===== src/rtl/data_mem_ctrl_pkg.sv =====
// Shared types and constants for the data-memory access stage.
package mem_ctrl_pkg;

  // Access sequencing: wait for an instruction, hold the bus, commit.
  typedef enum logic [1:0] {
    IDLE = 2'd0,
    REQ  = 2'd1,
    DONE = 2'd2
  } state_t;

  // Default number of REQ cycles tolerated before the access is aborted.
  localparam int unsigned TIMEOUT_DEF = 15;

  // Counter width needed to hold the value `timeout` itself.
  function automatic int unsigned cnt_width(input int unsigned timeout);
    return $clog2(timeout + 1);
  endfunction

  localparam int unsigned CNT_W = cnt_width(TIMEOUT_DEF);

  // Byte-offset bits that must be zero for a word access.
  localparam logic [1:0] ALIGN_MASK = 2'b11;

endpackage


===== src/rtl/data_mem_ctrl_if.sv =====
// Request/acknowledge bus between the access stage and the data RAM.
interface data_mem_ctrl_if #(
  parameter int ADDR_W = 32,
  parameter int DATA_W = 32
) ();

  logic              bus_req;
  logic              bus_we;
  logic [ADDR_W-1:0] bus_addr;
  logic [DATA_W-1:0] bus_wdata;
  logic              bus_ack;
  logic [DATA_W-1:0] bus_rdata;

  // The access stage drives the request side.
  modport master (
    output bus_req, bus_we, bus_addr, bus_wdata,
    input  bus_ack, bus_rdata
  );

  // The RAM answers with a one-cycle ack and its read data.
  modport slave (
    input  bus_req, bus_we, bus_addr, bus_wdata,
    output bus_ack, bus_rdata
  );

endinterface


===== src/rtl/data_mem_ctrl_wait_timer.sv =====
// Counts REQ cycles; tc flags that the count has reached TIMEOUT.
module wait_timer
  import mem_ctrl_pkg::*;
#(
  parameter int unsigned TIMEOUT = TIMEOUT_DEF,
  parameter int unsigned WIDTH   = cnt_width(TIMEOUT)
) (
  input  logic clk,
  input  logic rst,
  input  logic clr,
  input  logic en,
  output logic tc
);

  logic [WIDTH-1:0] count;

  // Clear has priority over enable so a finished access always restarts at zero.
  always_ff @(posedge clk) begin
    // NOTE: registers take <= so every flop samples pre-edge values, whatever the statement order.
    if (rst || clr) begin
      count <= '0;
    end else if (en) begin
      count <= count + WIDTH'(1);
    end
  end

  assign tc = (count == WIDTH'(TIMEOUT));

endmodule


===== src/rtl/data_mem_ctrl.sv =====
// Data-memory access stage: turns a load/store from the single-cycle datapath
// into one req/ack transaction on the data RAM bus and stalls the datapath
// until the access completes, aborts on timeout or is rejected as misaligned.
module data_mem_ctrl
  import mem_ctrl_pkg::*;
#(
  parameter int              ADDR_W   = 32,
  parameter int              DATA_W   = 32,
  parameter int unsigned     TIMEOUT  = TIMEOUT_DEF,
  parameter logic [DATA_W-1:0] ERR_DATA = '0
) (
  input  logic              clk,
  input  logic              rst,
  input  logic              mem_write,
  input  logic              mem_read,
  input  logic [ADDR_W-1:0] addr,
  input  logic [DATA_W-1:0] wdata,
  output logic [DATA_W-1:0] rdata,
  output logic              stall,
  output logic              mem_err,
  data_mem_ctrl_if.master   bus
);

  state_t            state_q;
  logic [DATA_W-1:0] rdata_q;
  logic              err_q;     // DONE was entered through a timeout

  logic access;
  logic aligned;
  logic start;
  logic misaligned;
  logic tmr_en;
  logic tmr_clr;
  logic tmr_tc;

  assign access  = mem_read | mem_write;
  assign aligned = (addr[1:0] & ALIGN_MASK) == 2'b00;

  // A new access is only considered in IDLE and never while reset is applied.
  assign start      = !rst && (state_q == IDLE) && access && aligned;
  assign misaligned = !rst && (state_q == IDLE) && access && !aligned;

  // The timer runs from the launch edge through every unacknowledged REQ
  // cycle, so during the k-th REQ cycle it holds k; at TIMEOUT the access aborts.
  assign tmr_en  = start || ((state_q == REQ) && !bus.bus_ack && !tmr_tc);
  assign tmr_clr = !tmr_en;

  wait_timer #(
    .TIMEOUT(TIMEOUT)
  ) u_wait_timer (
    .clk(clk),
    .rst(rst),
    .clr(tmr_clr),
    .en (tmr_en),
    .tc (tmr_tc)
  );

  // Datapath-facing status: stall while launching or waiting, error pulses, read mux.
  always_comb begin
    // NOTE: every output gets a default first so no path leaves it unassigned (no latch).
    stall   = 1'b0;
    mem_err = 1'b0;
    rdata   = rdata_q;
    if (start || (!rst && state_q == REQ)) begin
      stall = 1'b1;
    end
    if (misaligned) begin
      mem_err = 1'b1;
      rdata   = ERR_DATA;
    end else if (!rst && state_q == DONE && err_q) begin
      mem_err = 1'b1;
    end
  end

  // Access sequencer with registered bus outputs and captured read data.
  always_ff @(posedge clk) begin
    if (rst) begin
      state_q       <= IDLE;
      bus.bus_req   <= 1'b0;
      bus.bus_we    <= 1'b0;
      bus.bus_addr  <= '0;
      bus.bus_wdata <= '0;
      rdata_q       <= '0;
      err_q         <= 1'b0;
    end else begin
      case (state_q)
        IDLE: begin
          // Misaligned accesses and stray acks leave everything untouched.
          if (access && aligned) begin
            bus.bus_addr  <= addr & ~ADDR_W'(ALIGN_MASK);
            bus.bus_wdata <= wdata;
            bus.bus_we    <= mem_write;   // read+write together counts as a write
            bus.bus_req   <= 1'b1;
            err_q         <= 1'b0;
            state_q       <= REQ;
          end
        end
        REQ: begin
          // An ack wins over a timeout landing in the same cycle.
          if (bus.bus_ack) begin
            if (!bus.bus_we) begin
              rdata_q <= bus.bus_rdata;
            end
            bus.bus_req <= 1'b0;
            err_q       <= 1'b0;
            state_q     <= DONE;
          end else if (tmr_tc) begin
            bus.bus_req <= 1'b0;
            rdata_q     <= ERR_DATA;
            err_q       <= 1'b1;
            state_q     <= DONE;
          end
        end
        DONE: begin
          state_q <= IDLE;
        end
        default: begin
          bus.bus_req <= 1'b0;
          state_q     <= IDLE;
        end
      endcase
    end
  end

endmodule

===== src/flat_wrapper.sv =====
// flat-port wrapper written by rule: the top's interface ports become plain ports
module data_mem_ctrl_flat import mem_ctrl_pkg::*;
#(
  parameter int              ADDR_W   = 32,
  parameter int              DATA_W   = 32,
  parameter int unsigned     TIMEOUT  = TIMEOUT_DEF,
  parameter logic [DATA_W-1:0] ERR_DATA = '0
)
  (clk, rst, mem_write, mem_read, addr, wdata, rdata, stall, mem_err, bus_bus_req, bus_bus_we, bus_bus_addr, bus_bus_wdata, bus_bus_ack, bus_bus_rdata);
  data_mem_ctrl_if #(.ADDR_W(ADDR_W), .DATA_W(DATA_W)) bus_i ();
  input  logic clk;
  input  logic rst;
  input  logic mem_write;
  input  logic mem_read;
  input  logic [ADDR_W-1:0] addr;
  input  logic [DATA_W-1:0] wdata;
  output logic [DATA_W-1:0] rdata;
  output logic stall;
  output logic mem_err;
  output wire logic [$bits(bus_i.bus_req)-1:0] bus_bus_req;
  output wire logic [$bits(bus_i.bus_we)-1:0] bus_bus_we;
  output wire logic [$bits(bus_i.bus_addr)-1:0] bus_bus_addr;
  output wire logic [$bits(bus_i.bus_wdata)-1:0] bus_bus_wdata;
  input wire logic [$bits(bus_i.bus_ack)-1:0] bus_bus_ack;
  input wire logic [$bits(bus_i.bus_rdata)-1:0] bus_bus_rdata;
  assign bus_bus_req = bus_i.bus_req;
  assign bus_bus_we = bus_i.bus_we;
  assign bus_bus_addr = bus_i.bus_addr;
  assign bus_bus_wdata = bus_i.bus_wdata;
  assign bus_i.bus_ack = bus_bus_ack;
  assign bus_i.bus_rdata = bus_bus_rdata;
  data_mem_ctrl #(.ADDR_W(ADDR_W), .DATA_W(DATA_W), .TIMEOUT(TIMEOUT), .ERR_DATA(ERR_DATA)) u_core (.clk(clk), .rst(rst), .mem_write(mem_write), .mem_read(mem_read), .addr(addr), .wdata(wdata), .rdata(rdata), .stall(stall), .mem_err(mem_err), .bus(bus_i));
endmodule

===== config.mk =====
export PLATFORM = sky130hd
export DESIGN_NAME = data_mem_ctrl_flat
export DESIGN_NICKNAME = d
export VERILOG_FILES = /design/src/rtl/data_mem_ctrl_pkg.sv /design/src/rtl/data_mem_ctrl_if.sv /design/src/rtl/data_mem_ctrl_wait_timer.sv /design/src/rtl/data_mem_ctrl.sv /design/src/flat_wrapper.sv
export SDC_FILE = /design/constraint.sdc
export NUM_CORES = 1
export LEC_CHECK = 0
export BUFFER_PORTS_ARGS = -buffer_cell sky130_fd_sc_hd__buf_4
export CAP_MARGIN = 20
export CORE_MARGIN = 1
export CORE_UTILIZATION = 47
export CTS_CLUSTER_SIZE = 24
export DETAILED_ROUTE_END_ITERATION = 16
export GPL_TIMING_DRIVEN = 1
export PLACE_DENSITY_LB_ADDON = 0.05
export SETUP_SLACK_MARGIN = 0.1
export SYNTH_ARGS = -nofsm -noshare
export SYNTH_HDL_FRONTEND = slang
export SYNTH_SLANG_ARGS = --single-unit

===== constraint.sdc =====
create_clock -name clk -period 2.03 [get_ports clk]
set_input_delay 0.1015 -clock clk [delete_from_list [all_inputs] [get_ports clk]]
set_output_delay 0.1015 -clock clk [all_outputs]
set_load 0.02 [all_outputs]

* Word level (Yosys, flattened, before mapping) *
Index checks and enable logic that the tools add are counted.

operators by class
  add/sub/neg operators = 1
  eq/ne operators = 6
  muxes and demuxes = 19
  bitwise logic cells = 2
  reductions and logical operators = 27

operator list
  cell                 count
  $mux 32              4
  $logic_and 1x1->1    10
  $mux 1               9
  $reduce_and 3->1     3
  $mux 2               3
  $logic_not 1->1      5
  $add 4x1->4 const B  1
  $eq 4x4->1 const B   1
  $logic_not 2->1      2
  $ne 2x2->1 const B   2
  $pmux 2 s2           1
  $reduce_and 2->1     2
  $reduce_bool 2->1    2
  $logic_or 1x1->1     3
  $ne 3x2->1 const B   1
  $pmux 1 s3           1
  $eq 2x1->1 const B   1
  $eq 2x2->1 const B   1
  $pmux 1 s2           1
  $not 1->1            1
  $or 1x1->1           1

word-level totals
  register bits = 103
  input bits = 101
  word-level logic and storage cells = 63

* Logic depth before layout (Yosys ltp) *
  word-level depth = 7
  gate-level depth with buffers = 6
  gate-level depth less buffers = 4

* Modules after synthesis *
From an unflattened synthesis, not the netlist that was laid out.

unflattened totals
  cell total of the unflattened synthesis = 440
  area, all modules = 4354.2 µm²

by module, submodules not included
  module         times used  cells each  area each (µm²)  sequential area each (µm²)
  data_mem_ctrl  1           422         4160.2           1981.9
  wait_timer     1           18          193.9            80.1

* Worst setup path after synthesis *
No wires, ideal clock.

  path type = register to output
  start point = reg u_core.state_q[1]
  end point = out stall
  arrival = 1.411 ns
  setup slack = 0.517 ns
  stages on the path, launching flop included = 6
  buffers on the path = 3
  cells stage by stage = dfxtp_1 > buf_4 > buf_2 > buf_2 > nor2_1 > a21boi_0

between the ends
  word-level cells in the longest chain between the ends = 6
  elaborated cells on any way between the ends = 8
  those cells by class = eq/ne (1); mux (1); reduce/logical (6)

RTL lines
  element                          RTL line              text
  start, declared                  data_mem_ctrl.sv:24   state_t state_q;
  start signal, assigned           data_mem_ctrl.sv:78   state_q <= IDLE;
  start signal, assigned           data_mem_ctrl.sv:95   state_q <= REQ;
  start signal, assigned           data_mem_ctrl.sv:106  state_q <= DONE;
  $logic_not 2->1                  data_mem_ctrl.sv:40   assign start = !rst && (state_q == IDLE) && access && aligned;
  $logic_and 1x1->1 (3 in series)  data_mem_ctrl.sv:40
  $logic_or 1x1->1 (*)             data_mem_ctrl.sv:64   if (start || (!rst && state_q == REQ)) begin
  $mux 1 (*)                       data_mem_ctrl.sv:64
  end, declared                    flat_wrapper.sv:18    output logic stall;

Mark *: on every way between the ends. The rest lies on a longest branch, timed or not.

* Worst setup path in the final report *
  start point = reg u_core.state_q[1]
  end point = out mem_err

between the ends
  word-level cells in the longest chain between the ends = 5
  elaborated cells on any way between the ends = 9
  those cells by class = eq/ne (1); mux (2); reduce/logical (6)

RTL lines
  element                                                    RTL line                                  text
  $eq 2x2->1 or $logic_not 2->1 (tied branches)              data_mem_ctrl.sv:70, data_mem_ctrl.sv:41
  $logic_and 1x1->1, on equally long branches (2 in series)  data_mem_ctrl.sv:70, data_mem_ctrl.sv:41
  $mux 1 or $logic_and 1x1->1 (tied branches)                data_mem_ctrl.sv:70, data_mem_ctrl.sv:41
  $mux 1 (*)                                                 data_mem_ctrl.sv:67                       if (misaligned) begin
  end, declared                                              flat_wrapper.sv:19                        output logic mem_err;

Marks and branches as above.

==> impl_metrics.toml <==
[finish]
drive_gt1_frac = 0.337
diodes = 0
syn_to_final_growth_pct = 54.3
n_fill_cell = 630
stdcell_count = 815
nets = 804

[cts]
cts.sinks = 103
clock_path_buffers = 2
clock-root-buffer = "clkbuf_8"
cts_buffers = 9
clk_pin_slew_ns = 0.09
cts_tree = "done"
cts.htree.levels = 3
clkLatencyLatePin_ns = 0.36

[critical_path]
startpoint = "u_core.state_q[1]"
reg2reg_to = "u_core.rdata_q[16]"
crit_type = "register to output pin"
ff2ff_path_depth = 4
end_kind = "output pin"
cp.required_ns = 1.93
cp.arrival_ns = 1.70
critPathMaxFanout = 33
start_kind = "register"
crit_end = "mem_err"
worstReg2RegStart = "u_core.state_q[1]"
r2r_slack_ns = 0.41

[sta]
post-route-period-util = 0.890
rsz0062_at_grt = "no"
slew_viol_final = 0
fin_skew_ns = 0.0143
relSlewSlack = 0.544
tightest_slew_ns = 0.684
finalHoldViolCount = 0
fin_setup_tns_ns = 0
finalSetupViolCount = 0
finalCriticalPeriod_ns = 1.81
fmax_ghz = 0.554

[route]
post_drt_wl_per_cell_microns = 16.5
drt.antenna.violating_nets = 0
post-route-drc-count = 0
dr.pass1.iters = 5
vias = 4605
drt_iter0_drc = 240
avgViaCountPerCell = 5.65
finalWirelength_microns = 13400

[global_routing]
overflow = 0
antenna_found_initial = 0
grt_start_max_net_pins = 63
track_usage = 0.271
grt_pass1_vias = 4476
grt_pass1_wl_microns = 21500

[synthesis]
synthTopCellsByArea = "dfxtp_1 47%, o41ai_1 12%, a21oi_1 7.3%, nand3_1 7.2%, a22o_1 6.4%"
synth-seq-area-share = 0.468
yosysUniqueCellTypes = 39
ys_ff_latch = 103
netlist.area_leader.share = 0.468
synth_largest_area_cell = "dfxtp_1"
synth_warnings = 0
avgSynthCellArea_sq_um = 9.60
synthCells = 459
syn_area_sq_um = 4410

[floorplan]
die_w_microns = 98.8
die_height_microns = 98.8
die_area_sq_um = 9770
num_rows = 34
initial_utilization = 0.496
io_pins = 201
coreArea_sq_um = 8890

[placed_design]
gp_congestion = 0.757
dp_hpwl_microns = 7850
place_inst = 718
port_buffers = 198

[pwr]
internal_power_mw = 3.13
p_switching_mw = 1.18
switching_share = 0.274
clockPowerShare = 0.306
power_frac_seq = 0.496
peakVddDrop_uv = 461
power_frac_comb = 0.197
power_density_nw_per_um2 = 633
p_leak_nw = 2.84

[run]
maxCapViolations = 0

[outcome]
outcome = "finished, final reports clean"

[hold_path]
worstHoldPathType = "input port to register"
registers in the layout, indices dropped and copies added (netlist names):
| name | flops |
|---|---|
| u_core.bus.bus_wdata | 32 |
| u_core.rdata_q | 32 |
| u_core.bus.bus_addr | 30 |
| u_core.u_wait_timer.count | 4 |
| u_core.state_q | 2 |
| u_core.bus.bus_req | 1 |
| u_core.bus.bus_we | 1 |
| u_core.err_q | 1 |
routing by layer:
layer	vias up	share of wire	routed length, microns	GRT usage
li1	2219	-	-	-
met4	0	0.016	219	0.0723
met1	2179	0.40	5380	0.330
met2	187	0.51	6790	0.463
met3	20	0.077	1040	0.0823
met5	-	0	0	0
metrics by stage:
stage          setup WS, ns  power, mW  area [sq um]  utilization  hold slack (ns)
3_3_place_gp          0.488       2.88          5780        0.650            0.312
5_1_grt               0.120       4.49          6800        0.765          0.00469
3_5_place_dp          0.431       2.89          5780        0.650            0.314
4_1_cts               0.133       4.33          6800        0.765        0.0000640
6_report              0.224       4.30          6800        0.765           0.0105
2_1_floorplan         0.517       2.58          4410            -            0.227
worst min path at each step:
stage / startpoint / endpoint / slack [ns] / cells after the start
floorplan: bus_bus_rdata[11] / u_core.rdata_q[11] / 0.23 / 1
global placement: bus_bus_rdata[0] / u_core.rdata_q[0] / 0.31 / 2
detailed placement: bus_bus_rdata[14] / u_core.rdata_q[14] / 0.31 / 2
CTS: wdata[14] / u_core.bus.bus_wdata[14] / 0.00006 / 3
global route: wdata[8] / u_core.bus.bus_wdata[8] / 0.005 / 3
finish: wdata[0] / u_core.bus.bus_wdata[0] / 0.01 / 3
cell usage in the layout, fill, tap and decap left out, types with 2 or more instances in the layout:
master	n
clkbuf_8	10
nand3_1	63
nand2_1	3
nor3_1	4
buf_4	212
inv_6	2
o21ai_0	2
nor2_1	4
dfxtp_1	102
nor2b_1	33
a21oi_1	64
conb_1	2
inv_1	3
dlygate4sd3_1	81
o41ai_1	62
a22o_1	32
kinds of logic (layout without fill, tap and decap cells):
| kind of cell | count (synthesis) | in the layout | share of synthesized area |
|---|---|---|---|
| xor gates and xnor gates | 2 | 2 | 0.00397 |
| adders and majority gates | 1 | 1 | 0.00284 |
| DFF | 103 | 103 | 0.468 |
| and+or+nand+nor | 117 | 117 | 0.154 |
| buffers and inverters | 66 | 313 | 0.0908 |
| other | 1 | 2 | 0.000851 |
| AOI/OAI and AO/OA | 169 | 169 | 0.280 |
cells in the mapped netlist, drive strengths merged:
master  count
nand2       3
o21ai       2
a211oi      1
xor2        1
and2        2
o21ba       1
or2b        1
a32oi       1
nand3      63
nor4bb      1
a21oi      64
a31oi       1
conb        1
a22o       32
inv         3
and3        1
nor4        1
nor2b      33
nor3b       2
a221o       1
a22oi       1
a21boi      1
xnor2       1
nor2        4
dfxtp     103
clkbuf     21
nor3        5
o21bai      1
a31o        1
buf        42
ha          1
o41ai      62
nand4       1
critical path, stage by stage, from the launching register on:
cell	delay, ns
dfxtp_2	0.46
nor4_4	0.32
buf_6	0.28
a31o_2	0.15
buf_4	0.14
power groups by stage:
stage,Clock (mW),Sequential [mW],Combinational [mW]
2_1_floorplan,0,2.24,0.336
3_3_place_gp,0,2.18,0.705
3_5_place_dp,0,2.18,0.712
4_1_cts,1.35,2.14,0.838
5_1_grt,1.43,2.15,0.908
6_report,1.32,2.14,0.849
cell type report:
cell class              instances  area, sq um  share of cell area
inverters                       3         11.3             0.00166
well taps                     108          135              0.0199
repair buffers                294         2410               0.355
multi-input cells             291         1970               0.290
clock buffers                  11          141              0.0208
clock inverters                 5         63.8             0.00938
flip-flops and latches        103         2060               0.303
what timing repair did:
item                                    in CTS  in global routing
endpoints found under the setup margin       0                 21
hold buffers                                81                  0
gates resized for setup                      0                  1
setup buffers                                0                  0
hold endpoints to repair                    81                  0
Power figures use the tool's default switching activity.
